===== src/rtl/reg_bank_rw.sv =====
// 32-entry register file with two registered read ports; register 0 reads as zero, SP preset at reset.
// Optional same-cycle write-to-read forwarding is enabled by defining REGBANK_BYPASS_EN.
module reg_bank_rw #(
  parameter int                DATA_W   = 32,
  parameter int                SP_INDEX = 29,
  parameter logic [DATA_W-1:0] SP_RESET = 227,
  parameter int                RA_INDEX = 31
) (
  input  logic              clk,
  input  logic              reset,
  input  logic              RegWrite,
  input  logic [4:0]        WriteReg,
  input  logic [DATA_W-1:0] WriteData,
  input  logic [4:0]        ReadReg1,
  input  logic [4:0]        ReadReg2,
  output logic [DATA_W-1:0] ReadData1,
  output logic [DATA_W-1:0] ReadData2,
  output logic              WrAck
);

  localparam int NUM_REGS = 32;

  // Both special indices must name a real, writable register.
  if (SP_INDEX < 1 || SP_INDEX >= NUM_REGS || RA_INDEX < 1 || RA_INDEX >= NUM_REGS) begin : g_bad_index
  end

  logic [DATA_W-1:0] regs_q [NUM_REGS];
  logic [DATA_W-1:0] rd1_q, rd1_d;
  logic [DATA_W-1:0] rd2_q, rd2_d;
  logic              wr_ack_q, wr_ack_d;

  // NOTE: every always_comb output gets a default first, so no path leaves it unassigned and no latch is inferred.
  always_comb begin
    wr_ack_d = RegWrite && (WriteReg != 5'd0);
    rd1_d    = (ReadReg1 == 5'd0) ? '0 : regs_q[ReadReg1];
    rd2_d    = (ReadReg2 == 5'd0) ? '0 : regs_q[ReadReg2];
`ifdef REGBANK_BYPASS_EN
    // wr_ack_d already excludes index 0, so forwarding never defeats the zero register.
    if (wr_ack_d && (WriteReg == ReadReg1)) rd1_d = WriteData;
    if (wr_ack_d && (WriteReg == ReadReg2)) rd2_d = WriteData;
`endif
  end

  // NOTE: sequential state uses non-blocking assignments only, so every flop samples pre-edge values.
  always_ff @(posedge clk) begin
    if (!reset) begin
      // NOTE: the array is reset in full because software relies on zeroed registers and a preset SP.
      for (int i = 0; i < NUM_REGS; i++) begin
        regs_q[i] <= (i == SP_INDEX) ? SP_RESET : '0;
      end
      rd1_q    <= '0;
      rd2_q    <= '0;
      wr_ack_q <= 1'b0;
    end else begin
      if (wr_ack_d) regs_q[WriteReg] <= WriteData;
      rd1_q    <= rd1_d;
      rd2_q    <= rd2_d;
      wr_ack_q <= wr_ack_d;
    end
  end

  assign ReadData1 = rd1_q;
  assign ReadData2 = rd2_q;
  assign WrAck     = wr_ack_q;

endmodule


===== config.mk =====
export PLATFORM = sky130hd
export DESIGN_NAME = reg_bank_rw
export DESIGN_NICKNAME = d
export VERILOG_FILES = /design/src/rtl/reg_bank_rw.sv
export SDC_FILE = /design/constraint.sdc
export NUM_CORES = 2
export LEC_CHECK = 0
export CORE_UTILIZATION = 51
export CTS_CLUSTER_SIZE = 28
export DETAILED_ROUTE_END_ITERATION = 12
export PLACE_DENSITY = 0.7
export RECOVER_POWER = 100
export SYNTH_ARGS = -nofsm -noshare
export SYNTH_HDL_FRONTEND = slang
export SYNTH_SLANG_ARGS = --single-unit

===== constraint.sdc =====
create_clock -name clk -period 4.5 [get_ports clk]
set_clock_uncertainty 0.1 [all_clocks]
set_input_delay 0.45 -clock clk [delete_from_list [all_inputs] [get_ports clk]]
set_output_delay 0.45 -clock clk [all_outputs]
set_load 0.02 [all_outputs]

Word level (Yosys, flattened, before mapping). Memories as Yosys holds them, arrays and structs flattened. A register that Yosys moved wholly into a read port is not among the register bits. Cells that the tools add are included.

Flip-flop bits (word level): 1. Memories: 1. Logic and storage cells: 17. RAM bits: 1024.

Memories: regs_q (depth 32, bits a word 32, rd ports 2, clocked after memory_dff 2, write ports 32, line 27) `logic [DATA_W-1:0] regs_q [NUM_REGS];`.

Multiplexer cells: 7. Reductions and logical operators: 7. Bitwise gates (word level): 1.

Operators with widths (number): two-way mux 32 bit (1); OR reduction 32 bit (1); logical NOT 5 bit (2); two-way mux 1 bit (5); two-way mux 5 bit (1); nonzero test 5 bit (1); OR reduction 2 bit (2); logical AND 1 bit (1); NOT 1 bit (1).

Logic depth before layout (Yosys ltp).
Depth after elaboration: 7. Mapped depth: 9.

Worst setup path before layout. OpenSTA, ideal clock, no wires.

Path kind: input -> register. Start point: input WriteReg[2]. End point: memory regs_q[16][0], enable pin. Setup time: 0.466 ns. Slack: 0.555 ns. Cell stages on the path: 3. Arrival time: 3.379 ns. Cells stage by stage: or3b_2 clkbuf_1 o21ai_0.

RTL lines: start: declaration (line 12) `input logic [4:0] WriteReg,`; end: declaration (line 27).

Worst setup path in the final report.
Start point: input ReadReg2[1]. End point: register rd2_q[21], in the netlist ReadData2[21], read port of regs_q.

Word-level cells in the longest chain between the ends: 2.

Ends and longest elaborated chain: start: declaration (line 15) `input logic [4:0] ReadReg2,`; logical NOT 5 bit (line 36) `rd2_d = (ReadReg2 == 5'd0) ? '0 : regs_q[ReadReg2];`; OR reduction 2 bit (no source line); end: declaration (line 29) `logic [DATA_W-1:0] rd2_q, rd2_d;`.

Parallel ways exist; a longest one is shown, timed or not. A chain may end at the register's enable or synchronous reset.

==> impl.org <==
** Run status
- Result of the run :: finished with violations
- Violated checks :: max-capacitance violations, max-slew violations

** Power
- Worst IR Drop VDD :: 0.000315 V
- Leakage power summed over all cells :: 21.2 nW
- Areal power density over the cells :: 389 nW/um^2
- For this design the total switching power over the nets is 0.00582 W.
- Combinational cell fraction of total power :: 11.1%
- Total Power :: 0.0242 W
- Internal power component :: 0.0183 W
- Registers are responsible for 49.7% of the overall power.
- Net switching is 24.1% of the power.
- Clock group share of total power :: 39.3%

** Flow run
- Number of max-cap violations :: 31

** Clocking
- Worst skew pair latency :: 0.70 ns
- Number of buffers created by CTS :: 115
- CTS built an H-tree with a depth of 3.
- The number of hold buffers added after CTS was 0.
- Clock sink total :: 1089
- Gates resized during post-CTS repair numbered 0.
- Buffers added to address setup during post-CTS repair amount to 0.
- TritonCTS built the clock tree.
- Clock Tree Buf Depth :: 3
- CTS clock-pin slew for the worst setup and hold paths :: 0.06 ns
- Clock tree synthesis selected as its root buffer the cell sky130_fd_sc_hd__clkbuf_16.

** Synthesis
- The most used flip-flop cell after synthesis is sky130_fd_sc_hd__edfxtp_1.
- Post-Synthesis Cells :: 3595
- Post-synthesis instance area :: 55700 sq um
- EDFF count, synth :: 1024
- Register area share after synthesis :: 57.5%
- After synthesis, the mean cell area works out to 15.5 sq um.
- For this run, asynchronously set or reset flops after synthesis account for 0%.
- Number of synthesized register bits :: 1089
- Count of synthesis-stage warnings from yosys :: 0
- The number of different library cells used by synthesis comes to 47.

** STA
- Fraction of the cycle the final worst path needs :: 83.3%
- The hold violation total from the final report was 0.
- After routing, the total negative slack on setup checks comes to 0 ns.
- Max-slew violations :: 946
- Transition at the pin with the smallest max-transition slack :: 2.43 ns
- Maximum clock frequency :: 267 MHz
- Max_slew headroom :: -62.2%
- Setup violations remaining at the end of the flow were counted as 0.
- Setup repair after global routing left no endpoint under its margin.
- Once routing completed, OpenROAD measured the worst setup slack at 0.751 ns.
- Post-layout min period :: 3.75 ns

** GRT
- Number of antenna violations at the first check in global routing :: 10
- Total routing usage reported by global routing :: 30.0%
- Entering global routing, the biggest net connects 75 pins.
- The via count of the first global-routing pass is 33768.
- The first global-routing pass estimated 240000 um of wire.
- For this run the aggregate overflow at the end of global routing stands at 0.

** Die
- The floorplan has 120 rows.
- Measured along the y axis, the die boundary spans 333 um.
- Number of top-level design ports :: 115
- Core outline area :: 108000 sq um
- Starting density of the core :: 51.8%
- The die covers 111000 sq um.
- Die W :: 333 um

** Worst hold path
- The startpoint identified for the worst hold timing path is reset.
- The worst hold path belongs to the class in2reg.

** Worst setup path
- Launch point of the worst path :: ReadReg2[1]
- STA classifies the critical path startpoint as an input port.
- Data arrives at the worst endpoint at 4.16 ns.
- In this run the critical register-to-register path is launched from regs_q[10][21].
- Sort of element at the end of the critical path :: register
- At the worst endpoint, the required time is 4.91 ns.
- The critical path is of the in2reg type.
- Of all nets on the critical path, the largest fanout is 42.

** Drt
- 1st-iter DRT viols :: 4319
- First drt pass iteration count :: 5
- For this run, design rule violations remaining after detail routing come to 0.
- Routed wire length per instance :: 32.5 um
- Dividing the detail-routed via count by the number of cells gives 6.62.
- Vias after detailed routing :: 33842
- Final antenna-violating net count :: 0
- Routed wire length :: 166000 um

** Layout
- Final cell count without fillers :: 5114
- Utilization after layout :: 57.7%
- Proportion of layout cells with a drive suffix above 1 :: 21.1%
- Net count reported at finish :: 3663
- Relative to the synthesized area, the layout overhead comes to 11.4%.
- After filler insertion, the fill cell instance count of the layout stands at 8177.

** Placed design
- IO Port Bufs :: 114
- Worst slack after detailed placement :: 1.02 ns
- Once detailed placement completed, the half-perimeter wirelength came to 101000 um.
- Placed Cells incl. Taps :: 4899
- Gpl congestion :: 0.864
==> placed cells by master, fill, tap and decap left out, types with 6 or more instances in the layout <==
cell                              Yosys  final
sky130_fd_sc_hd__clkdlybuf4s50_1      0     38
sky130_fd_sc_hd__and2_0               0    390
sky130_fd_sc_hd__o22ai_1             22     22
sky130_fd_sc_hd__o221ai_1            56     56
sky130_fd_sc_hd__buf_4               15     73
sky130_fd_sc_hd__a21oi_1              8      8
sky130_fd_sc_hd__mux4_2             440    440
sky130_fd_sc_hd__clkbuf_8             0     21
sky130_fd_sc_hd__dfxtp_1             65     65
sky130_fd_sc_hd__buf_12               7     17
sky130_fd_sc_hd__o21ai_0             35     14
sky130_fd_sc_hd__mux2i_1            272    272
sky130_fd_sc_hd__or3_1                7      7
sky130_fd_sc_hd__a31oi_1             10     10
sky130_fd_sc_hd__a211oi_1            27     27
sky130_fd_sc_hd__nor2_2               0     25
sky130_fd_sc_hd__conb_1               1     32
sky130_fd_sc_hd__clkbuf_2             0     17
sky130_fd_sc_hd__nand3b_1             6      6
sky130_fd_sc_hd__nor2_1              36     10
sky130_fd_sc_hd__dlygate4sd3_1        0     67
sky130_fd_sc_hd__a2111oi_0           14     20
sky130_fd_sc_hd__o21ai_4              0     21
sky130_fd_sc_hd__clkbuf_1           281     70
sky130_fd_sc_hd__o22a_1              32     32
sky130_fd_sc_hd__nand3_1              8      7
sky130_fd_sc_hd__clkinv_1             0     13
sky130_fd_sc_hd__nor3_1              20     20
sky130_fd_sc_hd__clkinv_2             0     20
sky130_fd_sc_hd__nand2_1             21     21
sky130_fd_sc_hd__mux2_2               8      8
sky130_fd_sc_hd__clkbuf_16            0    115
sky130_fd_sc_hd__a22o_1              44     44
sky130_fd_sc_hd__a22oi_1             13     13
sky130_fd_sc_hd__edfxtp_1          1024   1024
sky130_fd_sc_hd__bufinv_16            0      9
sky130_fd_sc_hd__and2_1             989    599
==> per-stage QoR <==
stage                     hold slack, ns  instance area [sq um]
after CTS                         0.0508                  62400
final                             0.0529                  62100
after detailed placement           0.677                  58700
after global placement             0.665                  58700
after global routing              0.0644                  62100
after floorplan                    0.496                  55800
==> metal layers <==
metal	wire, um	share of wire [%]	GRT usage (%)	up-vias
li1	-	-	-	13920
met1	65400	39	42.2	17432
met2	76100	46	46.5	2088
met3	16300	9.8	4.94	392
met4	8330	5.0	13.2	10
met5	60	0.036	0	-
==> final cells by class <==
class / instances / area (sq um) / share of cell area, %
flip-flops and latches: 1089 / 32100 / 51.6
well taps: 1403 / 1760 / 2.83
clock inverters: 47 / 460 / 0.742
repair buffers: 259 / 2250 / 3.63
diodes: 3 / 7.51 / 0.0121
inverters: 2 / 7.51 / 0.0121
clock buffers: 165 / 3280 / 5.28
multi-input cells: 2146 / 22300 / 35.9
==> power by group through the flow <==
stage	logic, W	clock network (W)	registers (W)
2_1_floorplan	0.00165	0	0.0121
3_3_place_gp	0.00269	0	0.0122
3_5_place_dp	0.00271	0	0.0122
4_1_cts	0.00271	0.00954	0.0120
5_1_grt	0.00277	0.00990	0.0121
6_report	0.00268	0.00949	0.0120
==> Yosys cell counts, drive strengths merged, types with 10 or more instances <==
| cell | n | area, sq um |
|---|---|---|
| a2111oi | 22 | 203 |
| a211oi | 27 | 203 |
| a22o | 44 | 385 |
| a22oi | 13 | 97.6 |
| a31oi | 10 | 62.6 |
| and2 | 989 | 6190 |
| buf | 108 | 769 |
| clkbuf | 281 | 1050 |
| dfxtp | 65 | 1300 |
| edfxtp | 1024 | 30700 |
| mux2i | 272 | 2720 |
| mux4 | 445 | 10000 |
| nand2 | 21 | 78.8 |
| nor2 | 36 | 135 |
| nor3 | 20 | 100 |
| o21ai | 37 | 189 |
| o221ai | 56 | 490 |
| o22a | 32 | 280 |
| o22ai | 22 | 138 |
==> worst max-delay path, stage by stage <==
cell,delay (ns)
sky130_fd_sc_hd__clkbuf_2,0.81
sky130_fd_sc_hd__and2_0,1.01
sky130_fd_sc_hd__buf_12,0.45
sky130_fd_sc_hd__a22o_1,0.26
sky130_fd_sc_hd__a2111oi_0,0.92
sky130_fd_sc_hd__a311oi_1,0.17
==> flip-flops by register name, summed over array words and instances, names as in the netlist <==
name / cells
regs_q: 1024
ReadData1: 32
ReadData2: 32
WrAck: 1
==> final timing paths <==
kind                                       to  slack (ns)  depth (start not counted)
worst max-delay path            ReadData2[21]        0.75                          6
worst min-delay path                    WrAck        0.05                          2
worst min register to register   ReadData2[8]        0.68                          4
worst max register to register  ReadData2[21]        1.99                          4
==> cells by family after synthesis <==
kind of cell,count (synthesis),synth area share [%]
other,1,0.00673
buffers and inverters,391,3.29
AO/OA/AOI/OAI,285,3.98
AND/OR/NAND/NOR,1104,12.1
multiplexers,725,23.1
flip-flops,1089,57.5
No activity file was read; power rests on OpenSTA's default activity.
